**src/rtl/int_ctrl.sv**
```systemverilog
// Six-source programmable interrupt controller feeding CP0 HWInt: per-source
// mask and edge/level mode, fixed priority with in-service nesting and EOI.
module int_ctrl #(
  parameter int          N_SRC     = 6,
  parameter logic [31:0] BASE_ADDR = 32'h0000_7F30
) (
  input  logic             clk,
  input  logic             reset,
  input  logic [N_SRC-1:0] irq_in,
  input  logic             we,
  input  logic [31:0]      addr,
  input  logic [31:0]      wdata,
  output logic [31:0]      rdata,
  input  logic             int_ack,
  output logic [N_SRC-1:0] hwint
);

  typedef enum logic [1:0] {
    REG_PEND  = 2'd0,
    REG_MASK  = 2'd1,
    REG_MODE  = 2'd2,
    REG_INSVC = 2'd3
  } reg_sel_e;

  localparam logic [N_SRC-1:0] ONE = N_SRC'(1);

  // Isolates the lowest set bit (highest priority); zero stays zero.
  function automatic logic [N_SRC-1:0] lowest_set(input logic [N_SRC-1:0] v);
    return v & (~v + ONE);
  endfunction

  logic [N_SRC-1:0] pend;
  logic [N_SRC-1:0] mask;
  logic [N_SRC-1:0] mode;
  logic [N_SRC-1:0] insvc;
  logic [N_SRC-1:0] irq_q;

  // MMIO decode: a hit is a word-aligned byte address inside the 16-byte window.
  logic [31:0] offset;
  logic        hit;
  reg_sel_e    sel;

  assign offset = addr - BASE_ADDR;
  assign hit    = (offset[31:4] == 28'd0) && (offset[1:0] == 2'b00);
  assign sel    = reg_sel_e'(offset[3:2]);

  logic [N_SRC-1:0] wbits;
  logic             unused_wdata_hi;

  assign wbits           = wdata[N_SRC-1:0];
  assign unused_wdata_hi = |wdata[31:N_SRC];

  logic             pend_we;
  logic             mask_we;
  logic             mode_we;
  logic             eoi;

  assign pend_we = we && hit && (sel == REG_PEND);
  assign mask_we = we && hit && (sel == REG_MASK);
  assign mode_we = we && hit && (sel == REG_MODE);
  assign eoi     = we && hit && (sel == REG_INSVC);

  // Priority and nesting: only sources strictly above the top in-service one
  // may request, and only the single highest of those is presented.
  logic [N_SRC-1:0] top_isv;
  logic [N_SRC-1:0] allowed;
  logic [N_SRC-1:0] eligible;

  assign top_isv  = lowest_set(insvc);
  assign allowed  = (insvc == '0) ? '1 : (top_isv - ONE);
  assign eligible = pend & mask & allowed;
  assign hwint    = lowest_set(eligible);

  logic [N_SRC-1:0] rise;
  logic [N_SRC-1:0] ack_vec;
  logic [N_SRC-1:0] w1c;
  logic [N_SRC-1:0] eoi_clr;
  logic [N_SRC-1:0] to_edge;
  logic [N_SRC-1:0] edge_next;
  logic [N_SRC-1:0] pend_next;
  logic [N_SRC-1:0] insvc_next;

  assign rise    = irq_in & ~irq_q;
  assign ack_vec = int_ack ? hwint : '0;
  assign w1c     = pend_we ? wbits : '0;
  assign eoi_clr = eoi ? top_isv : '0;
  assign to_edge = mode_we ? (wbits & ~mode) : '0;

  // A rising edge re-pends even when W1C or an ack clears the same bit.
  assign edge_next  = (pend & ~w1c & ~ack_vec) | rise;
  assign pend_next  = ((mode & edge_next) | (~mode & irq_in)) & ~to_edge;
  // EOI retires the old top first, so a same-cycle ack still lands.
  assign insvc_next = (insvc & ~eoi_clr) | ack_vec;

  always_ff @(posedge clk) begin
    // NOTE: sequential state uses non-blocking (<=) so every register samples
    // pre-edge values; blocking here would create order-dependent races.
    if (!reset) begin
      pend  <= '0;
      mask  <= '0;
      mode  <= '0;
      insvc <= '0;
      irq_q <= '0;
    end else begin
      irq_q <= irq_in;
      pend  <= pend_next;
      insvc <= insvc_next;
      if (mask_we) mask <= wbits;
      if (mode_we) mode <= wbits;
    end
  end

  always_comb begin
    // NOTE: default first so no path through the case leaves rdata unassigned,
    // which would otherwise infer a latch.
    rdata = '0;
    if (hit) begin
      unique case (sel)
        REG_PEND:  rdata[N_SRC-1:0] = pend;
        REG_MASK:  rdata[N_SRC-1:0] = mask;
        REG_MODE:  rdata[N_SRC-1:0] = mode;
        REG_INSVC: rdata[N_SRC-1:0] = insvc;
        default:   rdata = '0;
      endcase
    end
  end

endmodule

```
**config.mk**
```make
export PLATFORM = sky130hd
export DESIGN_NAME = int_ctrl
export DESIGN_NICKNAME = d
export VERILOG_FILES = /design/src/rtl/int_ctrl.sv
export SDC_FILE = /design/constraint.sdc
export NUM_CORES = 1
export LEC_CHECK = 0
export ABC_AREA = 1
export CAP_MARGIN = 20
export CORE_ASPECT_RATIO = 0.8
export CORE_UTILIZATION = 35
export CTS_CLUSTER_DIAMETER = 120
export CTS_CLUSTER_SIZE = 40
export DETAILED_ROUTE_END_ITERATION = 6
export DONT_BUFFER_PORTS = 1
export HOLD_SLACK_MARGIN = 0.08
export PLACE_DENSITY = 0.6
export SLEW_MARGIN = 20
export SYNTH_ARGS = -nofsm -noshare
export SYNTH_HDL_FRONTEND = slang
export SYNTH_SLANG_ARGS = --single-unit
```
**constraint.sdc**
```tcl
create_clock -name clk -period 2.19 [get_ports clk]
set_input_delay 0.3285 -clock clk [delete_from_list [all_inputs] [get_ports clk]]
set_output_delay 0.3285 -clock clk [all_outputs]
set_load 0.005 [all_outputs]
```
==> impl_results.html <==
<table>
<tr><th>Metric</th><th>Value</th></tr>
<tr><th colspan="2">Route</th></tr>
<tr><td>Vias</td><td>2,401</td></tr>
<tr><td>Count of unresolved DRC violations after routing</td><td>0</td></tr>
<tr><td>First-pass iteration count of the detailed router</td><td>6</td></tr>
<tr><td>Final wirelength</td><td>slightly above 6000 um</td></tr>
<tr><td>DR WL met2</td><td>2840 um</td></tr>
<tr><td>Average wire length per cell after detail routing</td><td>12.3 um</td></tr>
<tr><td>Detailed-routing wirelength on met1</td><td>between 2000 and 3000 um</td></tr>
<tr><td>Uppermost routed layer</td><td>met4</td></tr>
<tr><td>Detailed-routed wire length on met3</td><td>409 um</td></tr>
<tr><td>DRC marker count from the first detailed-route iteration</td><td>85</td></tr>
<tr><td>Final ANT Viol Nets</td><td>0</td></tr>
<tr><td>DR vias/cell</td><td>4.78</td></tr>
<tr><th colspan="2">Clock tree</th></tr>
<tr><td>Clock H-tree levels</td><td>2</td></tr>
<tr><td>Total clock buffers created by CTS</td><td>5</td></tr>
<tr><td>Number of clock sinks seen by CTS</td><td>30</td></tr>
<tr><td>CTS Hold Buffers Added</td><td>0</td></tr>
<tr><td>Clock Path Buffers</td><td>2</td></tr>
<tr><td>Root Buffer Master</td><td>clkbuf_8</td></tr>
<tr><td>Number of gates given a new drive strength after cts</td><td>1</td></tr>
<tr><td>Post-CTS repair timing setup buffer count</td><td>0</td></tr>
<tr><td>Clock tree from TritonCTS</td><td>built</td></tr>
<tr><td>Clk pin slew, worst setup/hold paths</td><td>70 ps</td></tr>
<tr><td>Clk_lat worst skew</td><td>280 ps</td></tr>
<tr><th colspan="2">Worst setup path</th></tr>
<tr><td>Worst r2r path cells</td><td>12</td></tr>
<tr><td>Worst R2R End</td><td>pend[4]$_SDFF_PN0_</td></tr>
<tr><td>CP endpoint kind</td><td>primary output</td></tr>
<tr><td>Reg2Reg Setup Slack</td><td>roughly 480 ps</td></tr>
<tr><td>Crit path launch</td><td>addr[14]</td></tr>
<tr><td>Cell-by-cell listing of the critical path</td><td>nand2_1, nor2_4, nand3_4, buf_4, nand3_2, nand2_1, nor2_1, nand2_2, nor2_4, nand2_4, nor2_2</td></tr>
<tr><td>Required time of the worst setup path</td><td>1860 ps</td></tr>
<tr><td>Slowest stage cell on the critical path</td><td>buf_4</td></tr>
<tr><td>Beginning of the worst register-to-register path</td><td>insvc[1]$_SDFF_PN0_</td></tr>
<tr><td>Maximum fanout count along the critical path</td><td>10</td></tr>
<tr><td>Worst EP arrival</td><td>around 1700 ps</td></tr>
<tr><td>CP Launch Type</td><td>primary input</td></tr>
<tr><td>Worst setup path endpoint</td><td>rdata[0]</td></tr>
<tr><td>Worst setup path category</td><td>in2out</td></tr>
<tr><td>Peak per-stage delay on the critical path</td><td>200 ps</td></tr>
<tr><th colspan="2">Synthesis</th></tr>
<tr><td>Number of storage elements in the synthesis netlist</td><td>30</td></tr>
<tr><td>Number of standard cells after synthesis</td><td>approximately 400</td></tr>
<tr><td>Top post-synthesis cells by count</td><td>nand2_1 (98), nor2_1 (74), inv_1 (54)</td></tr>
<tr><td>Netlist area before placement</td><td>around 2500 um2</td></tr>
<tr><td>Netlist cell types</td><td>32</td></tr>
<tr><td>Dominant cells by area after synthesis</td><td>dfxtp_1 (24%), nand2_1 (15%), nor2_1 (11%), inv_1 (8.2%), buf_4 (7.9%)</td></tr>
<tr><td>Syn_area_per_cell</td><td>6.21 um2</td></tr>
<tr><td>Number of flops mapped to enable cells by yosys</td><td>0</td></tr>
<tr><td>Fraction of post-synthesis cell area in the top cell type by area</td><td>between 20 and 25%</td></tr>
<tr><td>Sequential cell area fraction in the yosys report</td><td>24.2%</td></tr>
<tr><td>Most common cell in the synthesized netlist</td><td>nand2_1</td></tr>
<tr><td>YS warnings</td><td>0</td></tr>
<tr><td>Dominant register cell in the synthesized netlist</td><td>dfxtp_1</td></tr>
<tr><td>Async set-or-reset flop fraction in the synthesized netlist</td><td>0%</td></tr>
<tr><td>Most area-hungry cell type in the Yosys netlist</td><td>dfxtp_1</td></tr>
<tr><th colspan="2">STA</th></tr>
<tr><td>Final critical path time including I/O delays and setup</td><td>2000 ps</td></tr>
<tr><td>Normalized max-slew margin</td><td>55.7%</td></tr>
<tr><td>Hold slack</td><td>135 ps</td></tr>
<tr><td>Total Neg Setup Slack</td><td>0 ps</td></tr>
<tr><td>Portion of the clock cycle consumed by the worst path in the final layout</td><td>91.1%</td></tr>
<tr><td>Final setup viols</td><td>0</td></tr>
<tr><td>Final hold violations</td><td>0</td></tr>
<tr><td>Fin. max-slew vios</td><td>0</td></tr>
<tr><td>Maximum clock skew at final layout</td><td>7.78 ps</td></tr>
<tr><td>Setup slack after layout</td><td>194 ps</td></tr>
<tr><td>Slew at the pin with the worst max-slew slack</td><td>660 ps</td></tr>
<tr><td>Highest achievable clock rate</td><td>around 0.5 GHz</td></tr>
<tr><th colspan="2">GRT</th></tr>
<tr><td>Wire length of the first global-routing pass</td><td>~10,000 um</td></tr>
<tr><td>Overflow after GRT</td><td>0</td></tr>
<tr><td>Via count of the first global-routing pass</td><td>2,268</td></tr>
<tr><td>Maximum number of pins on one net before global-route repair</td><td>19</td></tr>
<tr><td>Aggregate global-route resource usage</td><td>17.9%</td></tr>
<tr><td>Initial antenna violation count</td><td>0</td></tr>
<tr><th colspan="2">Floorplanning</th></tr>
<tr><td>Floorplan die height</td><td>77.3 um</td></tr>
<tr><td># rows</td><td>27</td></tr>
<tr><td>Width of the die</td><td>96.1 um</td></tr>
<tr><td>Starting Density</td><td>a little over a third</td></tr>
<tr><td>DIE AREA</td><td>7420 um2</td></tr>
<tr><td>Area of the core</td><td>6860 um2</td></tr>
<tr><td>Number of top-level pins</td><td>~110</td></tr>
<tr><th colspan="2">Hold path</th></tr>
<tr><td>Worst hold path class</td><td>in2reg</td></tr>
<tr><th colspan="2">Placed design</th></tr>
<tr><td>Worst slack at placement</td><td>8.05 ps</td></tr>
<tr><td>Quantity of I/O buffers inserted on ports</td><td>0</td></tr>
<tr><td>Routability congestion estimate</td><td>0.857</td></tr>
<tr><td>HPWL after detailed placement</td><td>4870 um</td></tr>
<tr><th colspan="2">Pwr</th></tr>
<tr><td>Combinational power share</td><td>11.5%</td></tr>
<tr><td>Post-route total power</td><td>1.16 mW</td></tr>
<tr><td>Total leakage power</td><td>approximately 1.2 nW</td></tr>
<tr><td>Maximum resistive drop on vdd</td><td>around 0.00023 V</td></tr>
<tr><td>Seq pwr share</td><td>about half</td></tr>
<tr><td>Share of total power consumed by net switching</td><td>26.3%</td></tr>
<tr><td>Power share of the clock group</td><td>40.0%</td></tr>
<tr><td>Pwr Density</td><td>between 400 and 500 nW/um2</td></tr>
<tr><td>Internal Pwr Total</td><td>between 0.8 and 0.9 mW</td></tr>
<tr><td>Psw</td><td>0.305 mW</td></tr>
<tr><th colspan="2">Outcome</th></tr>
<tr><td>Outcome</td><td>complete, no violations</td></tr>
<tr><th colspan="2">Layout</th></tr>
<tr><td>Number of nets in the layout</td><td>488</td></tr>
<tr><td>Share of the core filled with cells in the final layout</td><td>39.2%</td></tr>
<tr><td>Fill cells</td><td>763</td></tr>
<tr><td>Flip-flop and latch area</td><td>601 um2</td></tr>
<tr><td>Number of antenna cells inserted</td><td>0</td></tr>
<tr><td>Proportion of layout cells with a drive suffix above 1</td><td>15.7%</td></tr>
<tr><td>Layout-stage area growth over the synthesis result</td><td>8.48%</td></tr>
<tr><td>Multi-input combinational cell area</td><td>around 1600 um2</td></tr>
<tr><th colspan="2">Run</th></tr>
<tr><td>Max-cap viol count</td><td>0</td></tr>
</table>
flip-flops by register name, summed over array words and instances (netlist names):
signal,cells
insvc,6
irq_q,6
mask,6
mode,6
pend,6
logic make-up (layout without fill, tap and decap cells):
logic type             after synthesis  after routing  share of synthesized area [%]
AO/OA/AOI/OAI                       45             45                           12.6
XOR/XNOR                             1              1                          0.354
flip-flops                          30             30                           24.2
AND/OR/NAND/NOR                    236            236                           44.9
other                                1             26                          0.151
buffers and inverters               86             77                           17.8
metrics by stage:
stage	instance area, um2	instances
after floorplan	2570	424
after global placement	2560	494
after detailed placement	2560	494
after CTS	2660	502
after global routing	2690	502
final	2690	502
power by group through the flow:
| stage | Sequential, mW | Clock, mW | Combinational [mW] |
|---|---|---|---|
| 5_1_grt | 0.565 | 0.505 | 0.155 |
| 4_1_cts | 0.564 | 0.474 | 0.132 |
| 2_1_floorplan | 0.574 | 0 | 0.142 |
| 6_report | 0.564 | 0.465 | 0.134 |
| 3_5_place_dp | 0.576 | 0 | 0.132 |
| 3_3_place_gp | 0.576 | 0 | 0.129 |
metal layers:
metal	GRT usage, %	vias up
met1	23.7	1068
met2	28.5	76
met4	4.63	0
met5	0	-
met3	4.56	9
li1	-	1248
cell type report:
| type | count | area share [%] |
|---|---|---|
| Clock inverter | 1 | 0.186 |
| Clock buffer | 7 | 3.21 |
| Multi-Input combinational cell | 308 | 58.1 |
| Tap cell | 87 | 4.05 |
| Timing Repair Buffer | 14 | 4.38 |
| Inverter | 55 | 7.68 |
| Sequential cell | 30 | 22.3 |
cells in the final DEF, fill, tap and decap left out, drive strengths merged:
cell type  count
nand2        107
nor2          83
inv           54
nand3         35
dfxtp         30
conb          26
buf           14
a21oi         13
clkbuf         7
o22ai          6
a221oi         6
o21ai          6
a21boi         6
a211oi         6
nand4          6
nand3b         2
nor3b          2
clkinv         2
and3           1
xor2           1
o21bai         1
a31oi          1
worst min path at each step:
stage	from	to	slack, ps	depth (start not counted)
floorplan	irq_in[0]	irq_q[0]$_SDFF_PN0_	420	2
detailed placement	irq_in[5]	irq_q[5]$_SDFF_PN0_	430	2
CTS	irq_in[4]	irq_q[4]$_SDFF_PN0_	130	2
global route	irq_in[3]	irq_q[3]$_SDFF_PN0_	140	2
finish	irq_in[4]	irq_q[4]$_SDFF_PN0_	140	2
global placement	irq_in[0]	irq_q[0]$_SDFF_PN0_	420	2
worst max-delay path: cells and delay by family:
family	cells	cell delay [ps]
buf+inv	1	200
simple gates	10	1130
Note: power is estimated with default switching activity, not from simulation.
